## src/rtl/event_blinker_if.sv

```systemverilog
// ----------------------------------------------------------------------------
// event_blinker_if
// Purpose : bundles the event strobe and the blink status signals of
//           event_blinker into one interface.
// Signals : pulse      - 1-clk event strobe (driven by master)
//           led        - blink output
//           busy       - blink or gap in progress
//           pend_count - queued events not yet started
//           overflow   - event dropped because the queue was full
//           ovf_clr    - sticky overflow clear (only with OVERFLOW_STICKY_EN)
// Modports: master drives pulse (and ovf_clr); slave is the blinker itself.
// Macro   : OVERFLOW_STICKY_EN adds the ovf_clr signal.
// ----------------------------------------------------------------------------
interface event_blinker_if #(
  parameter int PEND_W = 3
);
  logic              pulse;
  logic              led;
  logic              busy;
  logic [PEND_W-1:0] pend_count;
  logic              overflow;
`ifdef OVERFLOW_STICKY_EN
  logic              ovf_clr;

  modport master (output pulse, output ovf_clr,
                  input led, input busy, input pend_count, input overflow);
  modport slave  (input pulse, input ovf_clr,
                  output led, output busy, output pend_count, output overflow);
`else
  modport master (output pulse,
                  input led, input busy, input pend_count, input overflow);
  modport slave  (input pulse,
                  output led, output busy, output pend_count, output overflow);
`endif
endinterface

```

## src/rtl/event_blinker.sv

```systemverilog
// ----------------------------------------------------------------------------
// event_blinker
// Purpose : turns 1-clk event pulses into human-visible LED blinks. Each
//           accepted event produces one ON window followed by one OFF gap.
//           Events arriving during a blink are queued in a saturating
//           counter and replayed back to back.
// Ports   : clk  - system clock, rising edge
//           rst  - asynchronous reset, active low
//           bus  - event_blinker_if.slave (pulse in; led, busy, pend_count,
//                  overflow out; ovf_clr in when sticky overflow is built)
// Macro   : OVERFLOW_STICKY_EN - overflow stays set after a drop until
//           ovf_clr; otherwise overflow is a 1-clk pulse per dropped event.
// All outputs come straight from flops.
// ----------------------------------------------------------------------------
module event_blinker #(
  parameter int TICK_DIV  = 500_000,
  parameter int ON_TICKS  = 20,
  parameter int OFF_TICKS = 20,
  parameter int PEND_MAX  = 7
) (
  input logic             clk,
  input logic             rst,
  event_blinker_if.slave  bus
);

  localparam int PEND_W = $clog2(PEND_MAX + 1);
  localparam int PRE_W  = $clog2(TICK_DIV);
  localparam int PH_MAX = (ON_TICKS > OFF_TICKS) ? ON_TICKS : OFF_TICKS;
  localparam int PH_W   = (PH_MAX > 1) ? $clog2(PH_MAX) : 1;

  typedef enum logic [1:0] {
    ST_IDLE = 2'd0,
    ST_ON   = 2'd1,
    ST_OFF  = 2'd2
  } state_t;

  state_t            r_state;
  logic [PRE_W-1:0]  r_pre;
  logic [PH_W-1:0]   r_phase;
  logic              r_led;
  logic              r_busy;
  logic [PEND_W-1:0] r_pend;
  logic              r_ovf;

  logic w_tick;
  logic w_on_end;
  logic w_off_end;
  logic w_restart;
  logic w_queue_pulse;
  logic w_drop;
  logic w_inc;

  // Tick, window-end and queue decisions for the current clock.
  always_comb begin
    w_tick        = 1'b0;
    w_on_end      = 1'b0;
    w_off_end     = 1'b0;
    w_restart     = 1'b0;
    w_queue_pulse = 1'b0;
    w_drop        = 1'b0;
    w_inc         = 1'b0;

    w_tick    = (r_pre == PRE_W'(TICK_DIV - 1));
    w_on_end  = (r_state == ST_ON)  && w_tick && (r_phase == PH_W'(ON_TICKS - 1));
    w_off_end = (r_state == ST_OFF) && w_tick && (r_phase == PH_W'(OFF_TICKS - 1));

    // End of the gap restarts ON if anything is waiting, including a pulse
    // arriving in this very clock (that pulse is consumed, never queued).
    if (w_off_end) begin
      w_restart = (r_pend != {PEND_W{1'b0}}) || bus.pulse;
    end else begin
      w_restart = 1'b0;
    end

    // Pulses during a blink are queued, except on the restarting OFF clock.
    if (bus.pulse && ((r_state == ST_ON) || ((r_state == ST_OFF) && !w_off_end))) begin
      w_queue_pulse = 1'b1;
    end else begin
      w_queue_pulse = 1'b0;
    end

    w_drop = w_queue_pulse && (r_pend == PEND_W'(PEND_MAX));
    w_inc  = w_queue_pulse && !w_drop;
  end

  // Blink FSM with prescaler, phase counter, event queue and overflow flag.
  always_ff @(posedge clk or negedge rst) begin
    if (!rst) begin
      r_state <= ST_IDLE;
      r_pre   <= {PRE_W{1'b0}};
      r_phase <= {PH_W{1'b0}};
      r_led   <= 1'b0;
      r_busy  <= 1'b0;
      r_pend  <= {PEND_W{1'b0}};
      r_ovf   <= 1'b0;
    end else begin
`ifdef OVERFLOW_STICKY_EN
      // A drop in the same clock as a clear keeps the flag set.
      if (w_drop) begin
        r_ovf <= 1'b1;
      end else if (bus.ovf_clr) begin
        r_ovf <= 1'b0;
      end
`else
      r_ovf <= w_drop;
`endif

      // Restart consumes one queued event; a same-clock pulse replaces it.
      if (w_restart) begin
        if (!bus.pulse) begin
          r_pend <= r_pend - PEND_W'(1);
        end
      end else if (w_inc) begin
        r_pend <= r_pend + PEND_W'(1);
      end

      case (r_state)
        ST_IDLE: begin
          r_pre   <= {PRE_W{1'b0}};
          r_phase <= {PH_W{1'b0}};
          if (bus.pulse) begin
            r_state <= ST_ON;
            r_led   <= 1'b1;
            r_busy  <= 1'b1;
          end
        end
        ST_ON: begin
          if (w_on_end) begin
            r_state <= ST_OFF;
            r_led   <= 1'b0;
            r_pre   <= {PRE_W{1'b0}};
            r_phase <= {PH_W{1'b0}};
          end else if (w_tick) begin
            r_pre   <= {PRE_W{1'b0}};
            r_phase <= r_phase + PH_W'(1);
          end else begin
            r_pre   <= r_pre + PRE_W'(1);
          end
        end
        ST_OFF: begin
          if (w_off_end) begin
            r_pre   <= {PRE_W{1'b0}};
            r_phase <= {PH_W{1'b0}};
            if (w_restart) begin
              r_state <= ST_ON;
              r_led   <= 1'b1;
            end else begin
              r_state <= ST_IDLE;
              r_busy  <= 1'b0;
            end
          end else if (w_tick) begin
            r_pre   <= {PRE_W{1'b0}};
            r_phase <= r_phase + PH_W'(1);
          end else begin
            r_pre   <= r_pre + PRE_W'(1);
          end
        end
        default: begin
          r_state <= ST_IDLE;
          r_led   <= 1'b0;
          r_busy  <= 1'b0;
          r_pre   <= {PRE_W{1'b0}};
          r_phase <= {PH_W{1'b0}};
        end
      endcase
    end
  end

  assign bus.led        = r_led;
  assign bus.busy       = r_busy;
  assign bus.pend_count = r_pend;
  assign bus.overflow   = r_ovf;

endmodule
```

## src/flat_wrapper.sv

```systemverilog
// flat-port wrapper written by rule: the top's interface ports become plain ports
module event_blinker_flat 
#(
  parameter int TICK_DIV  = 500_000,
  parameter int ON_TICKS  = 20,
  parameter int OFF_TICKS = 20,
  parameter int PEND_MAX  = 7
)
  (clk, rst, bus_pulse, bus_led, bus_busy, bus_pend_count, bus_overflow);
  event_blinker_if bus_i ();
  input logic clk;
  input logic rst;
  input wire logic [$bits(bus_i.pulse)-1:0] bus_pulse;
  output wire logic [$bits(bus_i.led)-1:0] bus_led;
  output wire logic [$bits(bus_i.busy)-1:0] bus_busy;
  output wire logic [$bits(bus_i.pend_count)-1:0] bus_pend_count;
  output wire logic [$bits(bus_i.overflow)-1:0] bus_overflow;
  assign bus_i.pulse = bus_pulse;
  assign bus_led = bus_i.led;
  assign bus_busy = bus_i.busy;
  assign bus_pend_count = bus_i.pend_count;
  assign bus_overflow = bus_i.overflow;
  event_blinker #(.TICK_DIV(TICK_DIV), .ON_TICKS(ON_TICKS), .OFF_TICKS(OFF_TICKS), .PEND_MAX(PEND_MAX)) u_core (.clk(clk), .rst(rst), .bus(bus_i));
endmodule
```

## config.mk

```make
export PLATFORM = sky130hd
export DESIGN_NAME = event_blinker_flat
export DESIGN_NICKNAME = d
export VERILOG_FILES = /design/src/rtl/event_blinker_if.sv /design/src/rtl/event_blinker.sv /design/src/flat_wrapper.sv
export SDC_FILE = /design/constraint.sdc
export NUM_CORES = 1
export LEC_CHECK = 0
export ABC_AREA = 1
export BUFFER_PORTS_ARGS = -buffer_cell sky130_fd_sc_hd__buf_2
export CORE_ASPECT_RATIO = 1.75
export CORE_MARGIN = 10
export CORE_UTILIZATION = 50
export CTS_CLUSTER_SIZE = 28
export DETAILED_ROUTE_END_ITERATION = 10
export PLACE_DENSITY_LB_ADDON = 0.1
export SLEW_MARGIN = 40
export SYNTH_ARGS = -nofsm -noshare
export SYNTH_HDL_FRONTEND = slang
export SYNTH_SLANG_ARGS = --single-unit
```

## constraint.sdc

```tcl
create_clock -name clk -period 4.1 [get_ports clk]
set_input_delay 0.82 -clock clk [delete_from_list [all_inputs] [get_ports clk]]
set_output_delay 0.82 -clock clk [all_outputs]
set_load 0.01 [all_outputs]
```

==> flow_summary.html, run 1 <==
<table>
<tr><th>Metric</th><th>Value</th></tr>
<tr><th colspan="2">Placement</th></tr>
<tr><td>Post-placement setup slack</td><td>~1.7 ns</td></tr>
<tr><td>Final GP Congestion</td><td>between 0.8 and 0.9</td></tr>
<tr><td>Estimated wirelength of the detail-placed design</td><td>roughly 2.8 mm</td></tr>
<tr><td>Port Buffer Count</td><td>8</td></tr>
<tr><th colspan="2">STA</th></tr>
<tr><td>Min Tclk post-route</td><td>roughly 2.3 ns</td></tr>
<tr><td>Setup repair after global routing missed its margin</td><td>false</td></tr>
<tr><td>Final Hold Fails</td><td>0</td></tr>
<tr><td>Max transition margin</td><td>62.5%</td></tr>
<tr><td>Setup Total Neg Slack</td><td>0 ns</td></tr>
<tr><td>Post-route clock skew</td><td>0.00567 ns</td></tr>
<tr><td>Tcrit/Tclk final</td><td>57.0%</td></tr>
<tr><td>F_max</td><td>0.428 GHz</td></tr>
<tr><td>Least-Margin Pin Slew</td><td>between 0.5 and 0.6 ns</td></tr>
<tr><td>Number of slew-limit violations in the final report</td><td>0</td></tr>
<tr><td>Number of failing setup endpoints in the final timing report</td><td>0</td></tr>
<tr><td>Post-route worst setup slack</td><td>1.76 ns</td></tr>
<tr><th colspan="2">Layout</th></tr>
<tr><td>Number of inserted diodes</td><td>0</td></tr>
<tr><td>Fraction of final layout cells with drive strength greater than 1</td><td>17.1%</td></tr>
<tr><td>Growth of design area from synthesis to finish</td><td>13.4%</td></tr>
<tr><td>Final Util</td><td>58.2%</td></tr>
<tr><td>Most frequent cells in the layout</td><td>sky130_fd_sc_hd__nand2_1, sky130_fd_sc_hd__nor2_1, sky130_fd_sc_hd__dfrtp_1</td></tr>
<tr><td>Fill cell count</td><td>around 340</td></tr>
<tr><td>Number of nets in the layout</td><td>around 260</td></tr>
<tr><td>Most common library cell in the layout ignoring fill and taps</td><td>sky130_fd_sc_hd__nand2_1</td></tr>
<tr><th colspan="2">Floorplan</th></tr>
<tr><td>Ports</td><td>9</td></tr>
<tr><td>CORE AREA</td><td>between 0.003 and 0.004 mm²</td></tr>
<tr><td>Die area</td><td>0.00661 mm²</td></tr>
<tr><td>Width of the chip</td><td>approximately 66 µm</td></tr>
<tr><td>Site Rows</td><td>29</td></tr>
<tr><td>Initial Util</td><td>between 50% and 60%</td></tr>
<tr><td>Vert. Die Dim</td><td>100 µm</td></tr>
<tr><th colspan="2">Worst setup path</th></tr>
<tr><td>Series of cell instances along the critical path</td><td>ha_1, nand3_2, inv_1, nand3_2, nor2_4, nand3_4, fa_1, xnor2_1, xor2_1, inv_2, nand2_1, nand2_1</td></tr>
<tr><td>Slack of the worst reg-to-reg path</td><td>1.76 ns</td></tr>
<tr><td>Endpoint of the worst register-to-register path</td><td>u_core.bus.pend_count[2]$_DFFE_PN0P_</td></tr>
<tr><td>Buffer and inverter count on the worst path</td><td>2</td></tr>
<tr><td>Critical path class</td><td>reg2reg</td></tr>
<tr><td>Origin of the critical flop-to-flop path</td><td>u_core.r_pre[0]$_DFF_PN0_</td></tr>
<tr><td>Data required time of the worst path</td><td>4.27 ns</td></tr>
<tr><td>Worst-path fanout max</td><td>6</td></tr>
<tr><td>Cell with the biggest individual delay on the critical path</td><td>sky130_fd_sc_hd__dfrtp_1</td></tr>
<tr><td>Arrival time worst endpoint</td><td>approximately 2.5 ns</td></tr>
<tr><td>Crit. End Element</td><td>flop</td></tr>
<tr><td>Crit. path cell count</td><td>12</td></tr>
<tr><td>Maximum cell stage delay along the critical path</td><td>between 0.4 and 0.5 ns</td></tr>
<tr><td>Critical path's top delay family</td><td>simple AND/OR/NAND/NOR gates</td></tr>
<tr><td>Depth of the worst register-to-register path</td><td>12</td></tr>
<tr><td>Kind of start point of the critical path</td><td>flop</td></tr>
<tr><th colspan="2">Drt</th></tr>
<tr><td>Remaining design rule violation count</td><td>0</td></tr>
<tr><td>Total Routed Length</td><td>around 3.6 mm</td></tr>
<tr><td>Post-DR vias/cell</td><td>~5.1</td></tr>
<tr><td>Total via count after detailed routing</td><td>between 1k and 1.5k</td></tr>
<tr><td>Drt first-iter violations</td><td>30</td></tr>
<tr><td>Iteration count of the initial detailed-routing pass</td><td>6</td></tr>
<tr><td>Antenna violation net count after detailed routing</td><td>0</td></tr>
<tr><td>Average routed wire per standard cell</td><td>roughly 12 µm</td></tr>
<tr><th colspan="2">GRT</th></tr>
<tr><td>Largest net degree at the start of global routing</td><td>33</td></tr>
<tr><td>Total gr overflow</td><td>0</td></tr>
<tr><td>Wire length of the first global-routing pass</td><td>roughly 6.4 mm</td></tr>
<tr><td>Number of antenna violations at the first check in global routing</td><td>0</td></tr>
<tr><td>Overall global routing resource usage</td><td>between 10% and 20%</td></tr>
<tr><td>Number of global-route vias before repair</td><td>between 1.5k and 2k</td></tr>
<tr><th colspan="2">Power and ir drop</th></tr>
<tr><td>Pwr/cell area</td><td>just over 500 mW/mm²</td></tr>
<tr><td>Worst ir drop on vdd</td><td>slightly above 0.4 mV</td></tr>
<tr><td>Clock power frac</td><td>30.8%</td></tr>
<tr><td>Sequential cell fraction of total power</td><td>a little under two fifths</td></tr>
<tr><td>Cell internal pwr</td><td>between 0.0006 and 0.0007 W</td></tr>
<tr><td>Part of the power in combinational logic</td><td>32.1%</td></tr>
<tr><td>Cell leakage power</td><td>roughly 0.96 nW</td></tr>
<tr><td>Total net switching power</td><td>roughly 0.00037 W</td></tr>
<tr><td>Switching Fraction</td><td>35.3%</td></tr>
<tr><th colspan="2">Clock tree</th></tr>
<tr><td>Hold buffer count at CTS</td><td>0</td></tr>
<tr><td>Clk_lat worst skew</td><td>roughly 0.28 ns</td></tr>
<tr><td>Level count of the clock H-tree</td><td>2</td></tr>
<tr><td>TritonCTS clock tree</td><td>yes</td></tr>
<tr><td>Clock Sink Count</td><td>32</td></tr>
<tr><td>Postcts setup bufs</td><td>0</td></tr>
<tr><td>Root buffer cell</td><td>sky130_fd_sc_hd__clkbuf_8</td></tr>
<tr><td>Clock tree buffer depth</td><td>2</td></tr>
<tr><td>Resize count post-CTS</td><td>0</td></tr>
<tr><td>Number of buffers added by the clock tree synthesis step</td><td>5</td></tr>
<tr><td>Reg clk slew, reported paths</td><td>~0.06 ns</td></tr>
<tr><th colspan="2">Yosys</th></tr>
<tr><td>Synthesized Nets</td><td>240</td></tr>
<tr><td>Post-synthesis sequential element count</td><td>32</td></tr>
<tr><td>Mean area per synthesized cell</td><td>~8 µm²</td></tr>
<tr><td>Share of the synthesized area in the top cell type</td><td>a little over two fifths</td></tr>
<tr><td>Cell area after synthesis</td><td>0.00184 mm²</td></tr>
<tr><td>Largest area contributor in the netlist</td><td>sky130_fd_sc_hd__dfrtp_1</td></tr>
<tr><td>Cells taking the most area after synthesis</td><td>sky130_fd_sc_hd__dfrtp_1, sky130_fd_sc_hd__nand2_1, sky130_fd_sc_hd__nor2_1</td></tr>
<tr><td>Number of cells produced by synthesis</td><td>230</td></tr>
<tr><td>Sequential-to-total area share from yosys stat</td><td>43.4%</td></tr>
<tr><td>Yosys Warn Count</td><td>0</td></tr>
<tr><td>Cell variety after synth</td><td>27</td></tr>
<tr><th colspan="2">Worst hold path</th></tr>
<tr><td>Worst hold path type</td><td>in2async</td></tr>
<tr><th colspan="2">Run status</th></tr>
<tr><td>Outcome</td><td>finished clean</td></tr>
<tr><th colspan="2">Flow run</th></tr>
<tr><td># Max-Cap Violations</td><td>0</td></tr>
</table>
flip-flops by register name, indices dropped and copies added, names as in the netlist:
signal,flops
u_core.bus.busy,1
u_core.bus.led,1
u_core.bus.pend_count,3
u_core.r_pre,19
u_core.r_phase,5
u_core.r_state,2
u_core.bus.overflow,1
worst max-delay path by stage:
stage	from	to	slack (ns)
6_report	u_core.r_pre[0]$_DFF_PN0_	u_core.bus.pend_count[2]$_DFFE_PN0P_	1.76
5_1_grt	u_core.r_pre[0]$_DFF_PN0_	u_core.bus.pend_count[2]$_DFFE_PN0P_	1.54
4_1_cts	u_core.r_pre[0]$_DFF_PN0_	u_core.bus.pend_count[2]$_DFFE_PN0P_	1.74
3_5_place_dp	bus_pulse	u_core.bus.pend_count[2]$_DFFE_PN0P_	1.66
3_3_place_gp	bus_pulse	u_core.bus.pend_count[2]$_DFFE_PN0P_	1.70
2_1_floorplan	bus_pulse	u_core.bus.pend_count[2]$_DFFE_PN0P_	1.90
synthesized netlist by cell type:
cell type,number
sky130_fd_sc_hd__a21boi_1,1
sky130_fd_sc_hd__a21oi_1,10
sky130_fd_sc_hd__a41oi_1,1
sky130_fd_sc_hd__buf_2,1
sky130_fd_sc_hd__dfrtp_1,32
sky130_fd_sc_hd__fa_1,1
sky130_fd_sc_hd__ha_1,6
sky130_fd_sc_hd__inv_1,29
sky130_fd_sc_hd__inv_2,7
sky130_fd_sc_hd__nand2_1,44
sky130_fd_sc_hd__nand2_2,4
sky130_fd_sc_hd__nand3_1,12
sky130_fd_sc_hd__nand3_2,3
sky130_fd_sc_hd__nand3_4,1
sky130_fd_sc_hd__nand4_1,7
sky130_fd_sc_hd__nor2_1,37
sky130_fd_sc_hd__nor2_2,1
sky130_fd_sc_hd__nor2_4,4
sky130_fd_sc_hd__nor3_1,10
sky130_fd_sc_hd__nor3_2,3
sky130_fd_sc_hd__nor3b_1,1
sky130_fd_sc_hd__nor3b_2,1
sky130_fd_sc_hd__o21ai_0,1
sky130_fd_sc_hd__o21ai_1,3
sky130_fd_sc_hd__o221a_2,1
sky130_fd_sc_hd__xnor2_1,4
sky130_fd_sc_hd__xor2_1,5
metal layers:
layer	wire (µm)	share of wire, %	GRT usage, %
met1	1340	37	11.1
met2	1980	55	22.3
met3	140	3.9	3.57
met4	140	3.9	7.45
met5	0	0	0
logic make-up (layout without fill, tap and decap cells):
group	after synthesis	count (layout)	share of synthesized area (%)
flip-flops	32	32	43.4
AO/OA/AOI/OAI	17	17	5.29
XOR/XNOR	9	9	4.27
adder cells (fa/ha/maj)	7	7	5.16
buffers and inverters	37	53	7.60
AND/OR/NAND/NOR	128	128	34.3
through the flow:
step | hold slack, ns | cells | instance area [µm²] | total power [W]
after CTS | 0.500 | 291 | 2060 | 0.00107
after global placement | 0.488 | 283 | 1940 | 0.000736
final | 0.459 | 292 | 2090 | 0.00106
after detailed placement | 0.484 | 283 | 1940 | 0.000740
after floorplan | 0.475 | 230 | 1840 | 0.000640
after global routing | 0.479 | 292 | 2090 | 0.00114
power groups by stage:
stage | Combinational [W] | Clock, W | Sequential (W)
floorplan | 0.000237 | 0 | 0.000403
global placement | 0.000338 | 0 | 0.000398
detailed placement | 0.000342 | 0 | 0.000398
CTS | 0.000344 | 0.000335 | 0.000392
global route | 0.000393 | 0.000349 | 0.000398
finish | 0.000339 | 0.000326 | 0.000392
worst register-to-register path, delay by kind of cell, from the launching register on:
family / cells / cell delay [ns]
adders and majority gates: 2 / 0.62
and+or+nand+nor: 6 / 0.68
xor gates and xnor gates: 2 / 0.37
buffers and inverters: 2 / 0.16
DFF: 1 / 0.41
layout make-up:
class | instances | area, µm² | share of cell area (%)
clock inverters | 1 | 30.0 | 1.44
inverters | 36 | 135 | 6.46
flip-flops and latches | 32 | 801 | 38.3
repair buffers | 9 | 67.6 | 3.23
clock buffers | 7 | 96.3 | 4.61
multi-input cells | 161 | 903 | 43.2
well taps | 46 | 57.6 | 2.75
No activity file was read; power rests on OpenSTA's default activity.
==> inputs of run 2 (changes only) <==
==> constraint.sdc (replaced) <==
create_clock -name clk -period 2 [get_ports clk]
set_input_delay 0.4 -clock clk [delete_from_list [all_inputs] [get_ports clk]]
set_output_delay 0.4 -clock clk [all_outputs]
set_load 0.01 [all_outputs]
==> run 2 against run 1 <==
Cell count rose by 10%. Clock power rose by 56%. Maximum frequency rose by 19%. Highest routed layer unchanged.
==> flow_summary.html, run 2 (synthesis results as in run 1) <==
<table>
<tr><th>Metric</th><th>Value</th></tr>
<tr><th colspan="2">Worst hold path</th></tr>
<tr><td>Worst hold path type</td><td>in2async</td></tr>
<tr><th colspan="2">Drt</th></tr>
<tr><td>Remaining design rule violation count</td><td>0</td></tr>
<tr><td>Average routed wire per standard cell</td><td>between 10 and 15 µm</td></tr>
<tr><td>Antenna violation net count after detailed routing</td><td>0</td></tr>
<tr><td>Total via count after detailed routing</td><td>1,628</td></tr>
<tr><td>Drt first-iter violations</td><td>between 70 and 80</td></tr>
<tr><td>Post-DR vias/cell</td><td>slightly above 5</td></tr>
<tr><td>Total Routed Length</td><td>around 4.2 mm</td></tr>
<tr><td>Iteration count of the initial detailed-routing pass</td><td>5</td></tr>
<tr><th colspan="2">Clock tree</th></tr>
<tr><td>TritonCTS clock tree</td><td>yes</td></tr>
<tr><td>Clock tree buffer depth</td><td>2</td></tr>
<tr><td>Level count of the clock H-tree</td><td>2</td></tr>
<tr><td>Number of buffers added by the clock tree synthesis step</td><td>5</td></tr>
<tr><td>Reg clk slew, reported paths</td><td>around 0.060 ns</td></tr>
<tr><td>Clock Sink Count</td><td>32</td></tr>
<tr><td>Root buffer cell</td><td>sky130_fd_sc_hd__clkbuf_8</td></tr>
<tr><td>Clk_lat worst skew</td><td>roughly 0.28 ns</td></tr>
<tr><th colspan="2">Placement</th></tr>
<tr><td>Estimated wirelength of the detail-placed design</td><td>about 3.3 mm</td></tr>
<tr><td>Port Buffer Count</td><td>8</td></tr>
<tr><td>Area after detailed placement</td><td>approximately 0.0022 mm²</td></tr>
<tr><td>Final GP Congestion</td><td>0.846</td></tr>
<tr><th colspan="2">Floorplan</th></tr>
<tr><td>Initial Util</td><td>between 50% and 60%</td></tr>
<tr><td>Vert. Die Dim</td><td>100 µm</td></tr>
<tr><td>Site Rows</td><td>29</td></tr>
<tr><td>Ports</td><td>9</td></tr>
<tr><td>Width of the chip</td><td>~66 µm</td></tr>
<tr><td>CORE AREA</td><td>around 0.0036 mm²</td></tr>
<tr><td>Die area</td><td>~0.0066 mm²</td></tr>
<tr><th colspan="2">Worst setup path</th></tr>
<tr><td>Arrival time worst endpoint</td><td>2.14 ns</td></tr>
<tr><td>Endpoint of the worst register-to-register path</td><td>u_core.bus.pend_count[2]$_DFFE_PN0P_</td></tr>
<tr><td>Depth of the worst register-to-register path</td><td>12</td></tr>
<tr><td>Kind of start point of the critical path</td><td>flop</td></tr>
<tr><td>Origin of the critical flop-to-flop path</td><td>u_core.r_pre[1]$_DFF_PN0_</td></tr>
<tr><td>Critical path class</td><td>reg2reg</td></tr>
<tr><td>Data required time of the worst path</td><td>roughly 2.2 ns</td></tr>
<tr><td>Crit. End Element</td><td>flop</td></tr>
<tr><td>Worst-path fanout max</td><td>2</td></tr>
<tr><td>Slack of the worst reg-to-reg path</td><td>0.03 ns</td></tr>
<tr><th colspan="2">STA</th></tr>
<tr><td>Final Hold Fails</td><td>0</td></tr>
<tr><td>Post-route clock skew</td><td>approximately 0.005 ns</td></tr>
<tr><td>Worst Hold Margin</td><td>around 0.18 ns</td></tr>
<tr><td>Least-Margin Pin Slew</td><td>~0.73 ns</td></tr>
<tr><td>Setup repair after global routing missed its margin</td><td>true</td></tr>
<tr><td>Tcrit/Tclk final</td><td>just under 100%</td></tr>
<tr><td>Number of slew-limit violations in the final report</td><td>0</td></tr>
<tr><td>Min Tclk post-route</td><td>slightly below 2 ns</td></tr>
<tr><td>Max transition margin</td><td>roughly half</td></tr>
<tr><td>F_max</td><td>approximately 0.51 GHz</td></tr>
<tr><td>Number of failing setup endpoints in the final timing report</td><td>0</td></tr>
<tr><th colspan="2">Layout</th></tr>
<tr><td>Growth of design area from synthesis to finish</td><td>24.5%</td></tr>
<tr><td>Number of inserted diodes</td><td>0</td></tr>
<tr><td>Number of nets in the layout</td><td>~290</td></tr>
<tr><td>Most flops, register</td><td>u_core.r_pre</td></tr>
<tr><td>Final Util</td><td>63.9%</td></tr>
<tr><td>Fraction of final layout cells with drive strength greater than 1</td><td>a little over a quarter</td></tr>
<tr><td>Flip-flop count of the largest register, all copies and words added</td><td>19</td></tr>
<tr><td>Cell area after layout</td><td>around 0.0023 mm²</td></tr>
<tr><td>Most common library cell in the layout ignoring fill and taps</td><td>sky130_fd_sc_hd__nand2_1</td></tr>
<tr><td>Most frequent cells in the layout</td><td>sky130_fd_sc_hd__nand2_1, sky130_fd_sc_hd__nor2_1, sky130_fd_sc_hd__dfrtp_1</td></tr>
<tr><th colspan="2">GRT</th></tr>
<tr><td>Largest net degree at the start of global routing</td><td>33</td></tr>
<tr><td>Wire length of the first global-routing pass</td><td>7.47 mm</td></tr>
<tr><td>Number of antenna violations at the first check in global routing</td><td>0</td></tr>
<tr><td>Number of global-route vias before repair</td><td>~1.7k</td></tr>
<tr><td>Overall global routing resource usage</td><td>14.2%</td></tr>
<tr><td>Total gr overflow</td><td>0</td></tr>
<tr><th colspan="2">Power and ir drop</th></tr>
<tr><td>Pwr/cell area</td><td>roughly 950 mW/mm²</td></tr>
<tr><td>Cell leakage power</td><td>~1.1 nW</td></tr>
<tr><td>Total power</td><td>between 0.002 and 0.0025 W</td></tr>
<tr><td>Worst ir drop on vdd</td><td>roughly 0.55 mV</td></tr>
<tr><th colspan="2">Flow run</th></tr>
<tr><td># Max-Cap Violations</td><td>0</td></tr>
<tr><th colspan="2">Run status</th></tr>
<tr><td>Outcome</td><td>finished clean</td></tr>
</table>
[run 2: cell types whose count changed in the layout (fill, tap and decap cells not counted), sizes merged]
cell,delta
bufinv,-1
buf,+30
clkbuf,+1
[run 2: layout make-up]
type,instances,area [µm²]
Sequential cell,32,801
Inverter,36,138
Multi-Input combinational cell,161,937
Fill cell,325,1300
Clock buffer,8,90.1
Timing Repair Buffer,39,273
Tap cell,46,57.6
[run 2: metrics by stage]
stage / instances / setup slack, ns / TNS (ns)
after floorplan: 230 / -0.0985 / -0.0985
after global placement: 313 / 0.0347 / 0
after detailed placement: 313 / -0.0412 / -0.0412
after CTS: 321 / 0.00549 / 0
after global routing: 322 / -0.149 / -0.149
final: 322 / 0.0319 / 0
[run 2: worst max-delay path by stage]
| stage | startpoint | endpoint | slack (ns) |
|---|---|---|---|
| 6_report | u_core.r_pre[1]$_DFF_PN0_ | u_core.bus.pend_count[2]$_DFFE_PN0P_ | 0.03 |
| 5_1_grt | u_core.r_pre[1]$_DFF_PN0_ | u_core.bus.pend_count[2]$_DFFE_PN0P_ | -0.15 |
| 4_1_cts | u_core.r_pre[1]$_DFF_PN0_ | u_core.bus.pend_count[2]$_DFFE_PN0P_ | 0.005 |
| 3_5_place_dp | u_core.r_state[0]$_DFFE_PN0P_ | u_core.bus.pend_count[2]$_DFFE_PN0P_ | -0.04 |
| 3_3_place_gp | u_core.r_pre[1]$_DFF_PN0_ | u_core.bus.pend_count[2]$_DFFE_PN0P_ | 0.03 |
| 2_1_floorplan | u_core.r_pre[0]$_DFF_PN0_ | u_core.bus.pend_count[2]$_DFFE_PN0P_ | -0.1 |
[run 2: metal layers]
metal | GRT usage [%] | share of wire (%) | vias to the layer above
li1 | - | - | 821
met4 | 6.13 | 2.5 | 0
met1 | 13.3 | 36 | 760
met3 | 3.79 | 4.0 | 15
met5 | 0 | 0 | -
met2 | 27.0 | 58 | 32
[run 2: critical path, cell delays in order (launching register included)]
cell and delay [ns]:
sky130_fd_sc_hd__dfrtp_1 0.40, sky130_fd_sc_hd__ha_4 0.17, sky130_fd_sc_hd__nand3_4 0.09, sky130_fd_sc_hd__inv_4 0.06, sky130_fd_sc_hd__nand3_2 0.09, sky130_fd_sc_hd__nor2_4 0.13
sky130_fd_sc_hd__nand3_4 0.08, sky130_fd_sc_hd__fa_2 0.37, sky130_fd_sc_hd__xnor2_2 0.17, sky130_fd_sc_hd__xor2_1 0.18, sky130_fd_sc_hd__inv_2 0.04, sky130_fd_sc_hd__nand2_1 0.05
sky130_fd_sc_hd__nand2_1 0.05
[run 2: repair_timing]
item / in CTS / in global routing
setup endpoints to repair: 1 / 1
pin swaps: 3 / 0
hold buffers: 0 / 0
gates resized for setup: 1 / 1
setup buffers: 0 / 1
[run 2: where the power goes]
group          switching (W)  internal (W)  total (W)
Combinational       0.000542      0.000344   0.000887
Clock               0.000229      0.000280   0.000509
Sequential         0.0000511      0.000728   0.000779
Total               0.000822       0.00135    0.00217
